--- src/rtl/jtoutrun_subbus_arb.sv ---
// Main-CPU side arbiter for the OutRun sub bus: 68000-style BR/BGACK handshake,
// access forwarding, a hold window for back-to-back accesses and a grant timeout.
module jtoutrun_subbus_arb #(
  parameter int unsigned HOLD = 8,
  parameter int unsigned TMO  = 1024
) (
  input  logic        clk_i,
  input  logic        rst_i,
  input  logic        main_cs_i,
  input  logic [19:1] main_a_i,
  input  logic [1:0]  main_dsn_i,
  input  logic        main_rnw_i,
  input  logic [15:0] main_dout_i,
  output logic [15:0] main_din_o,
  output logic        main_ok_o,
  output logic        sub_br_o,
  input  logic        sub_bgackn_i,
  output logic        sub_cs_o,
  output logic [19:1] sub_a_o,
  output logic [1:0]  sub_dsn_o,
  output logic        sub_rnw_o,
  output logic [15:0] sub_dout_o,
  input  logic [15:0] sub_din_i,
  input  logic        sub_ok_i,
  output logic        err_o,
  output logic        busy_o
);

  localparam int unsigned TmoW  = (TMO > 1) ? $clog2(TMO) : 1;
  localparam int unsigned HoldW = $clog2(HOLD) + 1;
  localparam logic [TmoW-1:0]  TmoLast  = TmoW'(TMO - 1);
  localparam logic [HoldW-1:0] HoldLoad = HoldW'(HOLD - 1);

  typedef enum logic [2:0] {StIdle, StReq, StAccess, StDone, StHold, StErr} state_e;

  state_e           state_q;
  logic [TmoW-1:0]  tmo_cnt_q;
  logic [HoldW-1:0] hold_cnt_q;
  logic             sub_br_q, sub_cs_q, main_ok_q, err_q, busy_q;
  logic [15:0]      main_din_q;
  logic [19:1]      sub_a_q;
  logic [1:0]       sub_dsn_q;
  logic             sub_rnw_q;
  logic [15:0]      sub_dout_q;

  always_ff @(posedge clk_i) begin
    if (rst_i) begin
      state_q    <= StIdle;
      tmo_cnt_q  <= '0;
      hold_cnt_q <= '0;
      sub_br_q   <= 1'b0;
      sub_cs_q   <= 1'b0;
      main_ok_q  <= 1'b0;
      main_din_q <= '0;
      sub_a_q    <= '0;
      sub_dsn_q  <= 2'b11;
      sub_rnw_q  <= 1'b1;
      sub_dout_q <= '0;
      err_q      <= 1'b0;
      busy_q     <= 1'b0;
    end else begin
      unique case (state_q)
        StIdle: begin
          if (main_cs_i) begin
            state_q    <= StReq;
            sub_br_q   <= 1'b1;
            busy_q     <= 1'b1;
            tmo_cnt_q  <= '0;
            sub_a_q    <= main_a_i;
            sub_dsn_q  <= main_dsn_i;
            sub_rnw_q  <= main_rnw_i;
            sub_dout_q <= main_dout_i;
          end
        end
        StReq: begin
          if (tmo_cnt_q != TmoLast) tmo_cnt_q <= tmo_cnt_q + TmoW'(1);
          // A grant on the last counted cycle still wins over the timeout
          if (!sub_bgackn_i) begin
            state_q  <= StAccess;
            sub_cs_q <= 1'b1;
          end else if (tmo_cnt_q == TmoLast) begin
            state_q <= StErr;
          end
        end
        StAccess: begin
          if (sub_ok_i) begin
            state_q   <= StDone;
            main_ok_q <= 1'b1;
            sub_cs_q  <= 1'b0;
            if (sub_rnw_q) main_din_q <= sub_din_i;
          end else if (sub_bgackn_i) begin
            state_q   <= StReq;
            sub_cs_q  <= 1'b0;
            tmo_cnt_q <= '0;
          end
        end
        StDone: begin
          if (!main_cs_i) begin
            state_q    <= StHold;
            main_ok_q  <= 1'b0;
            hold_cnt_q <= HoldLoad;
          end
        end
        StHold: begin
          if (main_cs_i) begin
            sub_a_q    <= main_a_i;
            sub_dsn_q  <= main_dsn_i;
            sub_rnw_q  <= main_rnw_i;
            sub_dout_q <= main_dout_i;
            if (!sub_bgackn_i) begin
              state_q  <= StAccess;
              sub_cs_q <= 1'b1;
            end else begin
              state_q   <= StReq;
              tmo_cnt_q <= '0;
            end
          end else if (hold_cnt_q == '0) begin
            state_q  <= StIdle;
            sub_br_q <= 1'b0;
            busy_q   <= 1'b0;
          end else begin
            hold_cnt_q <= hold_cnt_q - HoldW'(1);
          end
        end
        StErr: begin
          main_din_q <= 16'hFFFF;
          err_q      <= 1'b1;
          sub_br_q   <= 1'b0;
          if (main_cs_i) begin
            main_ok_q <= 1'b1;
          end else begin
            main_ok_q <= 1'b0;
            state_q   <= StIdle;
            busy_q    <= 1'b0;
          end
        end
        default: state_q <= StIdle;
      endcase
    end
  end

  assign main_din_o = main_din_q;
  assign main_ok_o  = main_ok_q;
  assign sub_br_o   = sub_br_q;
  assign sub_cs_o   = sub_cs_q;
  assign sub_a_o    = sub_a_q;
  assign sub_dsn_o  = sub_dsn_q;
  assign sub_rnw_o  = sub_rnw_q;
  assign sub_dout_o = sub_dout_q;
  assign err_o      = err_q;
  assign busy_o     = busy_q;

endmodule

--- config.mk ---
export PLATFORM = sky130hd
export DESIGN_NAME = jtoutrun_subbus_arb
export DESIGN_NICKNAME = d
export VERILOG_FILES = /design/src/rtl/jtoutrun_subbus_arb.sv
export SDC_FILE = /design/constraint.sdc
export NUM_CORES = 1
export LEC_CHECK = 0
export CAP_MARGIN = 25
export CORE_AREA = 5 5 105 107
export CTS_BUF_LIST = sky130_fd_sc_hd__clkbuf_16
export DETAILED_ROUTE_END_ITERATION = 10
export DIE_AREA = 0 0 110 112
export GPL_TIMING_DRIVEN = 1
export PLACE_DENSITY_LB_ADDON = 0.05
export SKIP_LAST_GASP = 1
export SYNTH_ARGS = -nofsm -noshare
export SYNTH_HDL_FRONTEND = slang
export SYNTH_SLANG_ARGS = --single-unit
export TNS_END_PERCENT = 10
--- constraint.sdc ---
create_clock -name clk_i -period 1.61 [get_ports clk_i]
set_input_delay 0.161 -clock clk_i [delete_from_list [all_inputs] [get_ports clk_i]]
set_output_delay 0.161 -clock clk_i [all_outputs]
set_load 0.005 [all_outputs]
==> results of run 1 <==
==> power by group <==
part	leakage (uW)	internal [uW]	switching (uW)	total (uW)
Clock	0.000126	1030	811	1840
Combinational	0.00117	899	735	1630
Sequential	0.000622	2080	114	2190
Total	0.00192	4010	1660	5670
==> metrics by stage <==
step | setup WS [ns] | utilization [%] | hold slack (ns)
after floorplan | -0.0758 | - | 0.285
after global placement | -0.240 | 48.0 | 0.441
after detailed placement | -0.271 | 48.0 | 0.446
after CTS | -0.0640 | 51.0 | 0.189
after global routing | -0.119 | 51.5 | 0.214
final | -0.0699 | 51.5 | 0.181
==> how the worst min path moves through the flow <==
stage	depth (start not counted)	to
final	2	busy_o$_SDFFE_PP0P_
after global routing	2	tmo_cnt_q[0]$_SDFFE_PP0P_
after CTS	2	sub_cs_o$_SDFFE_PP0P_
after detailed placement	2	sub_a_o[4]$_SDFFE_PP0P_
after global placement	2	sub_a_o[13]$_SDFFE_PP0P_
after floorplan	2	sub_dsn_o[0]$_SDFFE_PP1P_
==> cell families after synthesis <==
family                     Yosys count  share of synthesized area, %
and+or+nand+nor                    182                          25.5
adders and majority gates            2                         0.777
buffers and inverters               35                          4.74
DFF                                 76                          47.2
xor gates and xnor gates             1                         0.272
AOI/OAI and AO/OA                  107                          20.4
muxes                                3                          1.13
==> layout by cell type (no fill, tap or decap), types with 3 or more instances in the layout <==
cell             instances
a21oi_1                 49
nor2_1                  46
dfxtp_1                 73
buf_4                   40
a311oi_1                 3
nand2_1                 83
nand2b_1                 8
nor3_1                   8
clkdlybuf4s50_1        116
and2_1                   3
o21ai_0                  7
a31oi_1                  5
nand3_1                  6
a211oi_1                17
nand3b_1                 3
clkinvlp_4               4
clkbuf_16                9
nor2_2                   5
o21ai_1                  6
nor2b_1                  3
inv_1                    3
buf_12                   4
==> final cells by class <==
type	instances	share of cell area, %
multi-input cells	295	31.7
repair buffers	162	30.1
flip-flops and latches	76	29.5
clock buffers	9	4.35
well taps	136	3.29
clock inverters	7	0.894
inverters	3	0.217
==> worst reg2reg max path, cell delays in order (launching register included) <==
cell	delay (ns)
dfxtp_2	0.32
inv_2	0.06
ha_4	0.13
or3b_4	0.41
nand2_4	0.09
nand3_4	0.07
a31oi_4	0.17
mux2_4	0.31
==> sequential cells by signal, indices dropped and copies added, names as in the netlist <==
name	flops
sub_rnw_o	1
busy_o	1
hold_cnt_q	4
sub_br_o	1
state_q	3
err_o	1
main_din_o	16
sub_cs_o	1
main_ok_o	1
sub_dsn_o	2
sub_a_o	19
tmo_cnt_q	10
sub_dout_o	16
==> routing by layer <==
layer  share of wire [%]  vias to the layer above  GRT usage, %
met3                 9.3                       10          6.55
met2                  44                       99          23.1
met4                 1.7                        0          6.48
met1                  45                     1482          19.4
met5                   0                        -             0
li1                    -                     1673             -
==> what timing repair did <==
item / 4_1_cts / 5_1_grt
setup endpoints to repair: 24 / 34
pin swaps: 1 / 4
resized for setup: 5 / 16
buffers inserted: 2 / 0
hold buffers: 0 / 0
==> flow_summary.ini, run 1 <==
[setup_path]
r2r_end = state_q[2]$_SDFFE_PP0P_
max_stage_delay_ns = 0.41
critPathLaunch = hold_cnt_q[1]$_SDFFE_PP0P_
critPathArrivalTime_ns = 1.90
crit_chain = inv_2 > ha_4 > or3b_4 > nand2_4 > nand3_4 > a31oi_4 > mux2_4
worstSetupPathType = reg -> reg
crit_cells = 7
r2r_slack_ns = -0.07
start_kind = flop
cp_max_fo = 3
crit_end = state_q[2]$_SDFFE_PP0P_
worstPathRequired_ns = 1.83
r2r_cells = 7
timing.critical_path.buf_inv = 1
slowest_stage = or3b_4
cp-end-kind = flop
r2r_start = hold_cnt_q[1]$_SDFFE_PP0P_
crit_family = simple AND/OR/NAND/NOR gates

[sta]
tightest_slew_ns = 0.482
fin_crit_sh_pct = 104
setup_violations = 3
finalClockSkew_ns = 0.00547
worst_slack_ns = -0.0699
maxSlewViolCount = 0
period_needed_ns = 1.68
tns_ns = -0.0824
fmax_mhz = 595
rsz0062_at_grt = yes
hold_viol_final = 0
relSlewSlack_pct = 67.7

[yosys]
syn-num-nets = 467
synthTopCellsByCount = nand2_1 (84), dfxtp_1 (76), a21oi_1 (50), nor2_1 (50), clkbuf_1 (19)
async_flop_share_pct = 0
synthFlopType = dfxtp_1
synthTopCellsByArea = dfxtp_1 (47%), nand2_1 (9.8%), a21oi_1 (7.8%), nor2_1 (5.8%), a211oi_1 (4.0%)
yosys.area.top_type_share_pct = 47.2
ys_ff_latch = 76
ys_seq_area_share_pct = 47.2
synth_cell_type_count = 51
synth_area_leader_cell = dfxtp_1
synthCells = 406
yosysMostFrequentCell = nand2_1
synth_edf_count = 0
yosys_warnings = 0
syn_area_sq_um = 3220
syn_area_per_cell_sq_um = 7.93

[outcome]
violations = setup timing
status = complete, but fails checks

[floorplan]
core-area_sq_um = 10000
initial_utilization_pct = 32.1
rows = 37
die_h_um = 112
fp.dieArea_sq_um = 12300
die_w_um = 110
ios = 118

[finish]
stdcell_area_sq_um = 5180
fillers = 1010
finalNonFillerCells = 688
diodes = 0
area_delta_synth_final_pct = 60.8
drive_gt1_share_pct = 15.9
nNetsFinal = 608
seqCellArea_sq_um = 1530
multiInputGateArea_sq_um = 1640

[routing]
wire_per_inst_um = 13.5
first_pass_iters = 4
ant_nets = 0
dr_total_vias = 3264
drt-total-wl_mm = 9.31
drc = 0
routed_via_density = 4.74
dr.first_iter.drc_count = 122

[grt]
antenna_found_initial = 0
grt_usage_pct = 15.5
grt_first_pass_wirelength_mm = 15.1
grt-ovfl-total = 0
grt_max_degree = 33
grt_pass1_vias = 3122

[power_and_ir_drop]
power.total_uw = 5670
cellLeakagePower_uw = 0.00192
irDropWorstVdd_mv = 0.481
powerDensity_nw_per_um2 = 1100

[cts]
cts_root_buf = clkbuf_16
clockBufferDepth = 2
insertion_delay_ns = 0.34
cts_tree = built
ctsHtreeMaxLevel = 3
clk_pin_slew_worst_paths_ns = 0.06
cts_sinks = 76
cts_inserted_buffers = 9

[placed_design]
dp_hpwl_mm = 6.64
dpl_cell_area_sq_um = 4820
portBuffers = 117
place_inst = 671
gp_congestion = 0.748

[flow_run]
max-cap-violations = 0

[min_path]
hold_start = rst_i
min_path_type = in -> reg
(Power assumes the default switching activity.)
==> run 2: changes to the inputs <==
--- a/config.mk
+++ b/config.mk
@@ -6,11 +6,12 @@
 export NUM_CORES = 1
 export LEC_CHECK = 0
 export CAP_MARGIN = 25
-export CORE_AREA = 5 5 105 107
+export CORE_AREA = 5 5 96 98
 export CTS_BUF_LIST = sky130_fd_sc_hd__clkbuf_16
 export DETAILED_ROUTE_END_ITERATION = 10
-export DIE_AREA = 0 0 110 112
+export DIE_AREA = 0 0 101 103
 export GPL_TIMING_DRIVEN = 1
+export HOLD_SLACK_MARGIN = 0.05
 export PLACE_DENSITY_LB_ADDON = 0.05
 export SKIP_LAST_GASP = 1
 export SYNTH_ARGS = -nofsm -noshare
==> run 2 against run 1 <==
Clock power grew 6%. Wire length is 3.7% lower. Critical path depth is the same. The run still ends with setup timing left. Critical endpoint unchanged. Die area fell by 16%. Global-route usage rose by 1.7 points. Clock skew about the same. Non-clock buffer count is 4 lower. Maximum frequency grew 1.1%. Count of clock-buffer cells in the layout unchanged. Combinational power is 4% lower. Critical path type unchanged. Sequential power is essentially flat.
==> flow_summary.ini, run 2 (synthesis gave the netlist of run 1 again) <==
[cts]
cts_root_buf = clkbuf_16
clockBufferDepth = 2
cts_inserted_buffers = 9
cts_sinks = 76
cts_hold_buf = 0
ctsHtreeMaxLevel = 3
cts_tree = built
clk_pin_slew_worst_paths_ns = 0.06
insertion_delay_ns = 0.33

[placed_design]
dp_slack_ns = -0.224
dp_hpwl_mm = 6.47
dpl_cell_area_sq_um = 4740
gp_congestion = 0.827
portBuffers = 117

[sta]
relSlewSlack_pct = 65.1
fmax_mhz = 602
rsz0062_at_grt = yes
tightest_slew_ns = 0.521
setup_violations = 2
hold_viol_final = 0
worst_slack_ns = -0.0515
whs_ns = 0.224
finalClockSkew_ns = 0.00510
period_needed_ns = 1.66
maxSlewViolCount = 0
fin_crit_sh_pct = 103

[routing]
drt-total-wl_mm = 8.97
ant_nets = 0
wire_per_inst_um = 13.7
dr_total_vias = 3255
dr.first_iter.drc_count = 113
drc = 0
routed_via_density = 4.96
first_pass_iters = 5

[power_and_ir_drop]
irDropWorstVdd_mv = 0.790
powerDensity_nw_per_um2 = 1120
power.total_uw = 5710
cellLeakagePower_uw = 0.00190

[setup_path]
worstSetupPathType = reg -> reg
cp_max_fo = 4
crit_end = state_q[2]$_SDFFE_PP0P_
r2r_start = hold_cnt_q[1]$_SDFFE_PP0P_
worstPathRequired_ns = 1.82
r2r_slack_ns = -0.05
critPathArrivalTime_ns = 1.87
r2r_end = state_q[2]$_SDFFE_PP0P_
r2r_cells = 7
critPathLaunch = hold_cnt_q[1]$_SDFFE_PP0P_
start_kind = flop
cp-end-kind = flop

[finish]
nNetsFinal = 604
largest_register_ffs = 19
area_delta_synth_final_pct = 57.6
diodes = 0
final_common_cell = clkdlybuf4s50_1
final_util_pct = 60.6
final_cell_mix = clkdlybuf4s50_1 (116), nand2_1 (83), dfxtp_1 (72)
drive_gt1_share_pct = 14.6
fillers = 779
stdcell_area_sq_um = 5070

[floorplan]
die_h_um = 103
die_w_um = 101
core-area_sq_um = 8380
initial_utilization_pct = 38.4
rows = 34
fp.dieArea_sq_um = 10400
ios = 118

[flow_run]
max-cap-violations = 0

[grt]
antenna_found_initial = 0
grt_pass1_vias = 3102
grt-ovfl-total = 0
grt_first_pass_wirelength_mm = 14.5
grt_max_degree = 40
grt_usage_pct = 17.1

[outcome]
status = complete, but fails checks
violations = setup timing

[min_path]
min_path_type = in -> reg
run 2: cell types whose count changed in the layout (fill, tap and decap cells not counted), moves of 2 or more:
cell / previous run / this run
dfxtp_2: 2 / 4
buf_4: 40 / 38
nor2_1: 46 / 48
nor2_2: 5 / 3
clkinv_2: 0 / 2
clkinvlp_4: 4 / 1
run 2: final cells by class:
type | instances | area [sq um] | area share [%]
clock buffer | 9 | 225 | 4.44
multi-input combinational | 295 | 1600 | 31.5
inverter | 3 | 11.3 | 0.222
clock inverter | 7 | 68.8 | 1.36
tap | 108 | 135 | 2.66
sequential | 76 | 1530 | 30.1
timing repair buffer | 158 | 1510 | 29.8
run 2: how the worst min path moves through the flow:
stage                             from                   endpoint  depth (start not counted)  slack [ns]
2_1_floorplan            main_dsn_i[0]  sub_dsn_o[0]$_SDFFE_PP1P_                          2        0.29
3_3_place_gp   sub_a_o[2]$_SDFFE_PP0P_    sub_a_o[2]$_SDFFE_PP0P_                          2        0.44
3_5_place_dp   sub_a_o[1]$_SDFFE_PP0P_    sub_a_o[1]$_SDFFE_PP0P_                          2        0.45
4_1_cts                          rst_i   sub_a_o[16]$_SDFFE_PP0P_                          2        0.22
5_1_grt                          rst_i   sub_a_o[18]$_SDFFE_PP0P_                          2        0.24
6_report                         rst_i   sub_a_o[12]$_SDFFE_PP0P_                          2        0.22
run 2: worst max-delay path, stage by stage (launching register included):
cell and delay (ns):
dfxtp_2 0.32, inv_2 0.06, ha_4 0.13, or3b_4 0.41
nand2_2 0.08, nand3_2 0.07, a31oi_2 0.18, mux2_4 0.31
run 2: where the power goes:
part	leakage (uW)	switching (uW)	total (uW)	internal [uW]
clock network	0.000147	761	1950	1190
logic	0.00113	705	1560	853
registers	0.000622	113	2190	2080
total	0.00190	1580	5710	4130
run 2: timing repair:
| action | CTS | global route |
|---|---|---|
| endpoints found under the setup margin | 19 | 30 |
| gates resized for setup | 4 | 6 |
| buffers inserted | 0 | 1 |
| pin swaps | 0 | 1 |
run 2: per-layer routing:
layer	GRT usage, %	vias up	part of all wire [%]
li1	-	1676	-
met2	27.4	96	47
met1	21.2	1475	44
met5	0	-	0
met4	6.03	0	0.95
met3	6.50	8	8.5
run 2: stage by stage:
step | instances | setup TNS, ns
2_1_floorplan | 406 | -0.0758
3_5_place_dp | 639 | -3.05
5_1_grt | 656 | -0.718
4_1_cts | 655 | -0.232
6_report | 656 | -0.0528
3_3_place_gp | 639 | -1.46
